**src/rtl/input_cond_pkg.sv**
```systemverilog
// input_cond_pkg: shared defaults and counter-width helper for the input
// conditioning (synchronise + debounce) stage.
`default_nettype none

package input_cond_pkg;

  localparam int DEF_WIDTH        = 8;
  localparam int DEF_SYNC_STAGES  = 2;
  localparam int DEF_PRESCALE     = 1000;
  localparam int DEF_STABLE_TICKS = 4;

  // $clog2 clamped to at least one bit so degenerate counts still get a register.
  function automatic int cnt_width(input int n);
    int w;
    w = $clog2(n);
    return (w < 1) ? 1 : w;
  endfunction

endpackage : input_cond_pkg

`default_nettype wire

```
**src/rtl/debounce_bit.sv**
```systemverilog
// debounce_bit: one input lane -- synchroniser chain, stability counter,
// clean level register and rise/fall strobes.
`default_nettype none

module debounce_bit
  import input_cond_pkg::*;
#(
  parameter int SYNC_STAGES  = DEF_SYNC_STAGES,
  parameter int STABLE_TICKS = DEF_STABLE_TICKS
) (
  input  logic clk,
  input  logic rst_n,
  input  logic raw_i,
  input  logic tick_i,
  input  logic ena_i,
  output logic clean_o,
  output logic rise_o,
  output logic fall_o
);

  localparam int CW = cnt_width(STABLE_TICKS + 1);

  logic [SYNC_STAGES-1:0] sync_q;
  logic [CW-1:0]          cnt_q, cnt_d;
  logic                   clean_q, clean_d;
  logic                   rise_q, rise_d;
  logic                   fall_q, fall_d;
  logic                   sync_w;

  assign sync_w = sync_q[SYNC_STAGES-1];

  // The synchroniser runs regardless of ena so resuming sees a settled level.
  always_ff @(posedge clk or negedge rst_n) begin
    if (!rst_n) begin
      sync_q <= '0;
    end else begin
      sync_q <= {sync_q[SYNC_STAGES-2:0], raw_i};
    end
  end

  always_comb begin
    cnt_d   = cnt_q;
    clean_d = clean_q;
    rise_d  = 1'b0;
    fall_d  = 1'b0;
    if (tick_i && ena_i) begin
      if (sync_w == clean_q) begin
        cnt_d = '0;
      end else if (cnt_q == CW'(STABLE_TICKS - 1)) begin
        cnt_d   = '0;
        clean_d = sync_w;
        rise_d  = sync_w;
        fall_d  = ~sync_w;
      end else begin
        cnt_d = cnt_q + 1'b1;
      end
    end
  end

  always_ff @(posedge clk or negedge rst_n) begin
    if (!rst_n) begin
      cnt_q   <= '0;
      clean_q <= 1'b0;
      rise_q  <= 1'b0;
      fall_q  <= 1'b0;
    end else begin
      cnt_q   <= cnt_d;
      clean_q <= clean_d;
      rise_q  <= rise_d;
      fall_q  <= fall_d;
    end
  end

  assign clean_o = clean_q;
  assign rise_o  = rise_q & ena_i;
  assign fall_o  = fall_q & ena_i;

endmodule : debounce_bit

`default_nettype wire

```
**src/rtl/input_debouncer.sv**
```systemverilog
// input_debouncer: WIDTH-lane synchroniser/debouncer sharing one sample-rate
// prescaler; emits clean levels plus single-cycle rise/fall strobes.
`default_nettype none

module input_debouncer
  import input_cond_pkg::*;
#(
  parameter int WIDTH        = DEF_WIDTH,
  parameter int SYNC_STAGES  = DEF_SYNC_STAGES,
  parameter int PRESCALE     = DEF_PRESCALE,
  parameter int STABLE_TICKS = DEF_STABLE_TICKS
) (
  input  logic             clk,
  input  logic             rst_n,
  input  logic             ena,
  input  logic [WIDTH-1:0] raw_in,
  output logic [WIDTH-1:0] clean_out,
  output logic [WIDTH-1:0] rise_pulse,
  output logic [WIDTH-1:0] fall_pulse,
  output logic             tick
);

  localparam int PW = cnt_width(PRESCALE);

  logic [PW-1:0] pre_q, pre_d;
  logic          tick_q, tick_d;

  always_comb begin
    pre_d  = pre_q;
    tick_d = 1'b0;
    if (ena) begin
      if (pre_q == PW'(PRESCALE - 1)) begin
        pre_d  = '0;
        tick_d = 1'b1;
      end else begin
        pre_d = pre_q + 1'b1;
      end
    end
  end

  always_ff @(posedge clk or negedge rst_n) begin
    if (!rst_n) begin
      pre_q  <= '0;
      tick_q <= 1'b0;
    end else begin
      pre_q  <= pre_d;
      tick_q <= tick_d;
    end
  end

  // A tick registered just before ena falls must not leak out while frozen.
  assign tick = tick_q & ena;

  for (genvar i = 0; i < WIDTH; i++) begin : g_bit
    debounce_bit #(
      .SYNC_STAGES (SYNC_STAGES),
      .STABLE_TICKS(STABLE_TICKS)
    ) u_bit (
      .clk    (clk),
      .rst_n  (rst_n),
      .raw_i  (raw_in[i]),
      .tick_i (tick_q),
      .ena_i  (ena),
      .clean_o(clean_out[i]),
      .rise_o (rise_pulse[i]),
      .fall_o (fall_pulse[i])
    );
  end

endmodule : input_debouncer

`default_nettype wire

```
**config.mk**
```make
export PLATFORM = sky130hd
export DESIGN_NAME = input_debouncer
export DESIGN_NICKNAME = d
export VERILOG_FILES = /design/src/rtl/input_cond_pkg.sv /design/src/rtl/debounce_bit.sv /design/src/rtl/input_debouncer.sv
export SDC_FILE = /design/constraint.sdc
export NUM_CORES = 1
export LEC_CHECK = 0
export BUFFER_PORTS_ARGS = -buffer_cell sky130_fd_sc_hd__buf_4
export CORE_MARGIN = 2
export CORE_UTILIZATION = 35
export DETAILED_ROUTE_END_ITERATION = 10
export PLACE_DENSITY = 0.59
export SLEW_MARGIN = 20
export SYNTH_ARGS = -nofsm -noshare
export SYNTH_HDL_FRONTEND = slang
export SYNTH_HIERARCHICAL = 1
export SYNTH_SLANG_ARGS = --single-unit
export TNS_END_PERCENT = 50
```
**constraint.sdc**
```tcl
create_clock -name clk -period 1.64 [get_ports clk]
set_input_delay 0.328 -clock clk [delete_from_list [all_inputs] [get_ports clk]]
set_output_delay 0.328 -clock clk [all_outputs]
set_load 0.02 [all_outputs]
```
==> results of run 1 <==
-- cells in the final DEF (no fill, tap or decap), drive strengths merged, types with 12 or more instances in the layout --
master  count
dfrtp      75
buf        42
nand2      21
and2       19
nand3      18
nor3b      16
nor2       13
xnor2      12
clkbuf     12
-- where the power goes --
group	switching [mW]	internal, mW	total (mW)
combinational	0.169	0.151	0.320
clock	0.653	1.25	1.90
sequential	0.0957	1.93	2.02
-- area by class of cell --
cell class / instances / share of cell area (%)
Inverter: 4 / 0.3717
Clock buffer: 12 / 3.841
Multi-Input combinational cell: 175 / 34.20
Tap cell: 111 / 3.439
Sequential cell: 75 / 46.50
Timing Repair Buffer: 43 / 8.674
Clock inverter: 4 / 2.974
-- stage by stage --
stage | setup WS, ps | cells | total power [mW]
after floorplan | 144.1 | 254 | 2.208
after global placement | 163.6 | 407 | 2.361
after detailed placement | 106.9 | 407 | 2.368
after CTS | 34.17 | 424 | 4.298
after global routing | 37.34 | 424 | 4.442
final | 116.3 | 424 | 4.246
-- state kept, by name, indices dropped and copies added (netlist names) --
signal / count
g_bit.u_bit/fall_q: 8
pre_q: 10
g_bit.u_bit/rise_q: 8
tick_q: 1
g_bit.u_bit/cnt_q: 24
g_bit.u_bit/clean_o: 8
g_bit.u_bit/sync_q: 16
-- worst max-delay path: cells and delay by family (launching register included) --
family | cells | cell delay [ps]
buffers and inverters | 1 | 150
AND/OR/NAND/NOR | 1 | 220
flip-flops | 1 | 490
-- cells by family after synthesis --
group	count (synthesis)	share of synthesized area (%)
compound gates	30	6.293
xor+xnor	13	3.492
fa+ha+maj	9	3.454
buf+inv	4	0.4606
flops	75	57.56
mux	9	4.029
simple gates	114	24.71
-- what timing repair did --
item	CTS	global route
gates resized for setup	0	3
endpoints found under the hold margin	12	0
setup endpoints to repair	0	3
hold buffers	1	0
buffers inserted	0	0
-- path summary, 6_finish.rpt --
check                                         startpoint                        to  slack [ps]  depth (start not counted)
worst max-delay path                              tick_q                      tick         120                          2
worst min-delay path                           raw_in[3]  g_bit[3].u_bit/sync_q[0]          80                          1
worst max register to register                  pre_q[0]                  pre_q[9]         140                          5
worst min register to register  g_bit[5].u_bit/sync_q[0]  g_bit[5].u_bit/sync_q[1]         350                          0
max in group asynchronous                          rst_n     g_bit[7].u_bit/fall_q         750                          3
min in group asynchronous                          rst_n  g_bit[3].u_bit/sync_q[0]         370                          2
-- routing by layer --
layer  vias to the layer above  wire length (um)  track usage, %
li1                       1002                 -               -
met1                       976              2613           16.99
met2                        32              2613           19.41
met3                         7               194           3.537
met4                         0                91           5.690
met5                         -                 0               0
==> run metrics, run 1 <==
Clk pin slew, worst setup/hold paths ~80 ps; HP Class in2reg; nets@finish between 300 and 400; grt ovf 0; Commonest cells post-synth dfrtp_1 (75), and2_2 (19), nor3b_1 (16); Reg area ~1900 um2; Final Cell Area just over 4000 um2; FFs w/ async S/R, synth 100.0%; GRT Util Overall roughly an eighth; Power Density ~1100 nW/um2; vias per cell around 4.8; Max-slew headroom 77.00%; dominant synthesized flop cell dfrtp_1; RSZ-0062 raised after global routing false; total CTS buffers 9; Die Height slightly above 100 um; Static Leak around 2.0 nW; chip width roughly 100 um; Critical Path End Type output port; clock latency on the worst-skew pair about 340 ps; synth unique cells 33; Worst Path Arrival 1200 ps; Max Slew Vio Count 0; Post-Syn Area roughly 3300 um2; ANT cells 0; FILL cells 856; Routability Congestion between 0.7 and 0.8; final wirelength between 5000 and 6000 um; maxcap violations 0; Critical Path Source Type flop; Crit Path Category reg2out; yosys warns 6; largest cells by area after synthesis dfrtp_1 (58%), and2_2 (4.4%), mux2_4 (3.7%), nor3b_1 (3.7%), ha_1 (3.5%); Rows 35; register area share after synthesis between 50 and 60%; Yosys top cell by area dfrtp_1; CTS Sinks 75; Worst Path Max Fanout 8; syn_area_per_cell about 13 um2; largest net degree at the start of global routing 43; DRT antenna net count 0; Fin. Hold Viols 0; H-tree depth 3; Critical Path RT around 1300 ps; final setup fails 0; Final Hold Slack approximately 84 ps; Post-synth EDFFs 0; area grow syn2layout 23.87%; crit share post-route slightly above 90%; fraction of layout cells with a size suffix above 1 around 37%; worst path cell trace and2_2 -> buf_4; Port Buffers 35; Post-Syn Instances 254; initial core utilization 35.63%; Core Region 9153 um2; detailed placer's ending HPWL about 3800 um; number of global-route vias before repair between 2000 and 2500; die area between 10000 and 15000 um2; CP peak stage delay slightly below 500 ps; syn nets 274; DRT Pass-1 Iters 4; post-route minimum period roughly 1500 ps; clk buf depth 2; setup tns final 0 ps; DRC Markers 0; number of primary I/O pins 36; CTS tree built; most frequent cell after synthesis dfrtp_1; highest clock rate between 600 and 700 MHz; register bit total from synthesis 75; DR WL/cell between 10 and 15 um; DR iter-0 viols slightly below 80; status complete, no violations; initial antenna violation count 0; Final Skew about 9.4 ps; multi-input logic area approximately 1400 um2; clk root buf clkbuf_8; via count 2017; measured slew at the worst slew-check pin ~340 ps; fraction of post-synthesis cell area in the top cell type by area between 50% and 60%; Post-Route Utilization between 40% and 50%; placed inst area ~3700 um2; first-pass GRT wire length approximately 9900 um; Crit-path slowest cell dfrtp_2; Worst VDD drop roughly 0.76 mV
Power figures use the tool's default switching activity.
==> run 2: changes to the inputs <==
Settings changed: PLACE_DENSITY 0.59 to 0.61.
Clock period 1.64 ns to 1.4 ns, I/O delays scaled along.
==> run 2 against run 1 <==
  * First-iteration DRC count is 1.3% higher
  * Sequential power is 17% higher
  * Setup slack worse by 120 ps
  * Global-route usage is 0.34 points lower
  * Non-clock buffer count is 11 higher
  * Design area is 2.1% higher
  * Die area stayed put
  * Cell count is 2.6% higher
  * Register-to-register slack worse by 140 ps
  * Sequential cell count stayed put
  * Critical endpoint is now pre_q[9]
  * Largest power group unchanged
==> run metrics, run 2 (synthesis results as in run 1) <==
status complete, no violations (unchanged); DRC Markers 0 (unchanged); total CTS buffers 9 (unchanged); H-tree depth 3 (unchanged); clock share of power 41.6% (was 44.8%); leading cell types in the layout, fill and taps excluded dfrtp_1 (74), buf_4 (49), and2_2 (18) (was dfrtp_1 (74), buf_4 (40), and2_2 (19)); Power Density 1166 nW/um2 (was 1051 nW/um2); RSZ-0062 raised after global routing true (was false); clk root buf clkbuf_8 (unchanged); detailed placer's ending HPWL 3825 um (was 3778 um); first-pass GRT wire length 9798 um (was 9908 um); CP peak stage delay 430 ps (was 490 ps); total power 4.812 mW (was 4.246 mW); combinational fraction of design power 9.4% (was 7.5%); DR WL/cell 12.79 um (was 13.00 um); clk buf depth 2 (unchanged); Clk pin slew, worst setup/hold paths 80 ps (about the same); sequential share of power 49.1% (was 47.7%); Critical Path End Type flop (was output port); FILL cells 821 (was 856); Crit Path Category reg2reg (was reg2out); Max Slew Vio Count 0 (unchanged); Final Skew 9.666 ps (was 9.353 ps); FF-to-FF setup slack 0.7 ps (was 140 ps); post-route minimum period ~1400 ps; Worst Reg2Reg Path Length in Cells 5 (unchanged); Sw Share 23.66% (was 21.62%); measured slew at the worst slew-check pin 347.7 ps (was 342.5 ps); multi-input logic area 1404 um2 (was 1381 um2); Post-Route Utilization 45.07% (was 44.13%); Static Leak 2.004 nW (was 1.953 nW); GRT Util Overall 12.38% (was 12.73%); chip width 100.5 um (unchanged); worst reg2reg startpoint pre_q[1] (was pre_q[0]); number of global-route vias before repair 2128 (was 2124); DR iter-0 viols 80 (was 79); P_int 3.673 mW (was 3.328 mW); highest clock rate roughly 700 MHz; Crit-path slowest cell or4_4 (was dfrtp_2); vias per cell 4.798 (was 4.757); Routability Congestion 0.8191 (was 0.7500); Core Region 9153 um2 (unchanged); final wirelength 5562 um (was 5513 um); grt ovf 0 (unchanged); Worst Path Arrival 1640 ps (was 1200 ps); Reg area 1878 um2 (unchanged); final setup fails 0 (unchanged); nets@finish 339 (was 328); CTS Sinks 75 (unchanged); fraction of layout cells with a size suffix above 1 40.43% (was 37.06%); crit share post-route 99.95%; Fin. Hold Viols 0 (unchanged); Max-slew headroom 76.82% (was 77.00%); Critical Path RT 1640 ps (was 1310 ps); HP Class in2reg (unchanged); maxcap violations 0 (unchanged); Worst VDD drop 0.5739 mV (was 0.7621 mV); worst path cell trace ha_4 -> nand4b_4 -> or4_4 -> a21oi_2 -> o21ai_1 (was and2_2 -> buf_4); die area 10100 um2 (unchanged); Largest Register g_bit.u_bit/cnt_q (unchanged); CTS tree built (unchanged); reg-to-reg endpoint pre_q[9] (unchanged); Critical Path Source Type flop (unchanged); Rows 35 (unchanged); number of primary I/O pins 36 (unchanged); Port Buffers 35 (unchanged); most common cell after layout, fill and taps aside dfrtp_1 (unchanged); Hold Path Depth 1 (unchanged); ANT cells 0 (unchanged); area grow syn2layout 26.52% (was 23.87%); hold path endpoint g_bit[2].u_bit/sync_q[0] (was g_bit[3].u_bit/sync_q[0]); DRT antenna net count 0 (unchanged); clock latency on the worst-skew pair 350 ps (was 340 ps); largest registers g_bit.u_bit/cnt_q: 24 flops, g_bit.u_bit/sync_q: 16 flops, pre_q: 10 flops (unchanged); DRT Pass-1 Iters 5 (was 4); Hold Crit Start raw_in[2] (was raw_in[3]); Worst Path Max Fanout 2 (was 8); initial antenna violation count 0 (unchanged); largest net degree at the start of global routing 33 (was 43); NetSw 1.138 mW (was 0.9178 mW); via count 2087 (was 2017); Die Height 100.5 um (unchanged); initial core utilization 35.63% (unchanged); number of flip-flops in the largest register 24 (unchanged)
[run 2: how the worst max path moves through the flow]
stage / from / slack [ps] / depth (start not counted) / endpoint
after floorplan: pre_q[0] / -20 / 5 / pre_q[9]
after global placement: pre_q[0] / -10 / 5 / pre_q[9]
after detailed placement: pre_q[0] / -20 / 5 / pre_q[9]
after CTS: pre_q[1] / 1 / 5 / pre_q[9]
after global routing: pre_q[1] / -70 / 5 / pre_q[9]
final: pre_q[1] / 0.7 / 5 / pre_q[9]
[run 2: per-layer routing]
| metal | part of all wire (%) | track usage, % | vias up |
|---|---|---|---|
| met5 | 0 | 0 | - |
| met4 | 0.97 | 4.531 | 0 |
| met3 | 3.8 | 4.230 | 4 |
| met2 | 47 | 18.74 | 33 |
| met1 | 49 | 16.55 | 1030 |
| li1 | - | - | 1020 |
[run 2: repair_timing]
action	in CTS	in global routing
setup endpoints to repair	3	5
hold buffers	1	0
pin swaps	1	0
hold endpoints to repair	23	0
gates resized for setup	4	5
setup buffers	1	1
[run 2: power by group through the flow]
| stage | clock network, mW | logic, mW | registers [mW] |
|---|---|---|---|
| after floorplan | 0 | 0.191 | 2.40 |
| after global routing | 2.16 | 0.509 | 2.38 |
| after detailed placement | 0 | 0.433 | 2.39 |
| after global placement | 0 | 0.429 | 2.39 |
| final | 2.00 | 0.451 | 2.36 |
| after CTS | 2.08 | 0.445 | 2.36 |
[run 2: cell type report]
class                           count  area share (%)
Inverter                            4          0.3640
Clock buffer                       10           3.094
Multi-Input combinational cell    175           34.03
Sequential cell                    75           45.53
Tap cell                          111           3.367
Timing Repair Buffer               54           10.89
Clock inverter                      6           2.730
[run 2: stage by stage]
stage | instances | setup TNS (ps) | setup WS (ps) | hold WS, ps | cell area, um2
floorplan | 254 | -23.61 | -23.61 | -15.59 | 3262
global placement | 416 | -10.20 | -10.20 | 213.7 | 3821
detailed placement | 416 | -31.98 | -24.47 | 217.3 | 3821
CTS | 434 | 0 | 1.380 | 8.826 | 4096
global route | 435 | -195.2 | -73.55 | 3.779 | 4125
finish | 435 | 0 | 0.7362 | 29.92 | 4125
[run 2: worst max-delay path: cells and delay by family, from the launching register on]
family                     cells  cell delay (ps)
adders and majority gates      1              170
AOI/OAI and AO/OA              2              180
DFF                            1              400
and+or+nand+nor                2              550
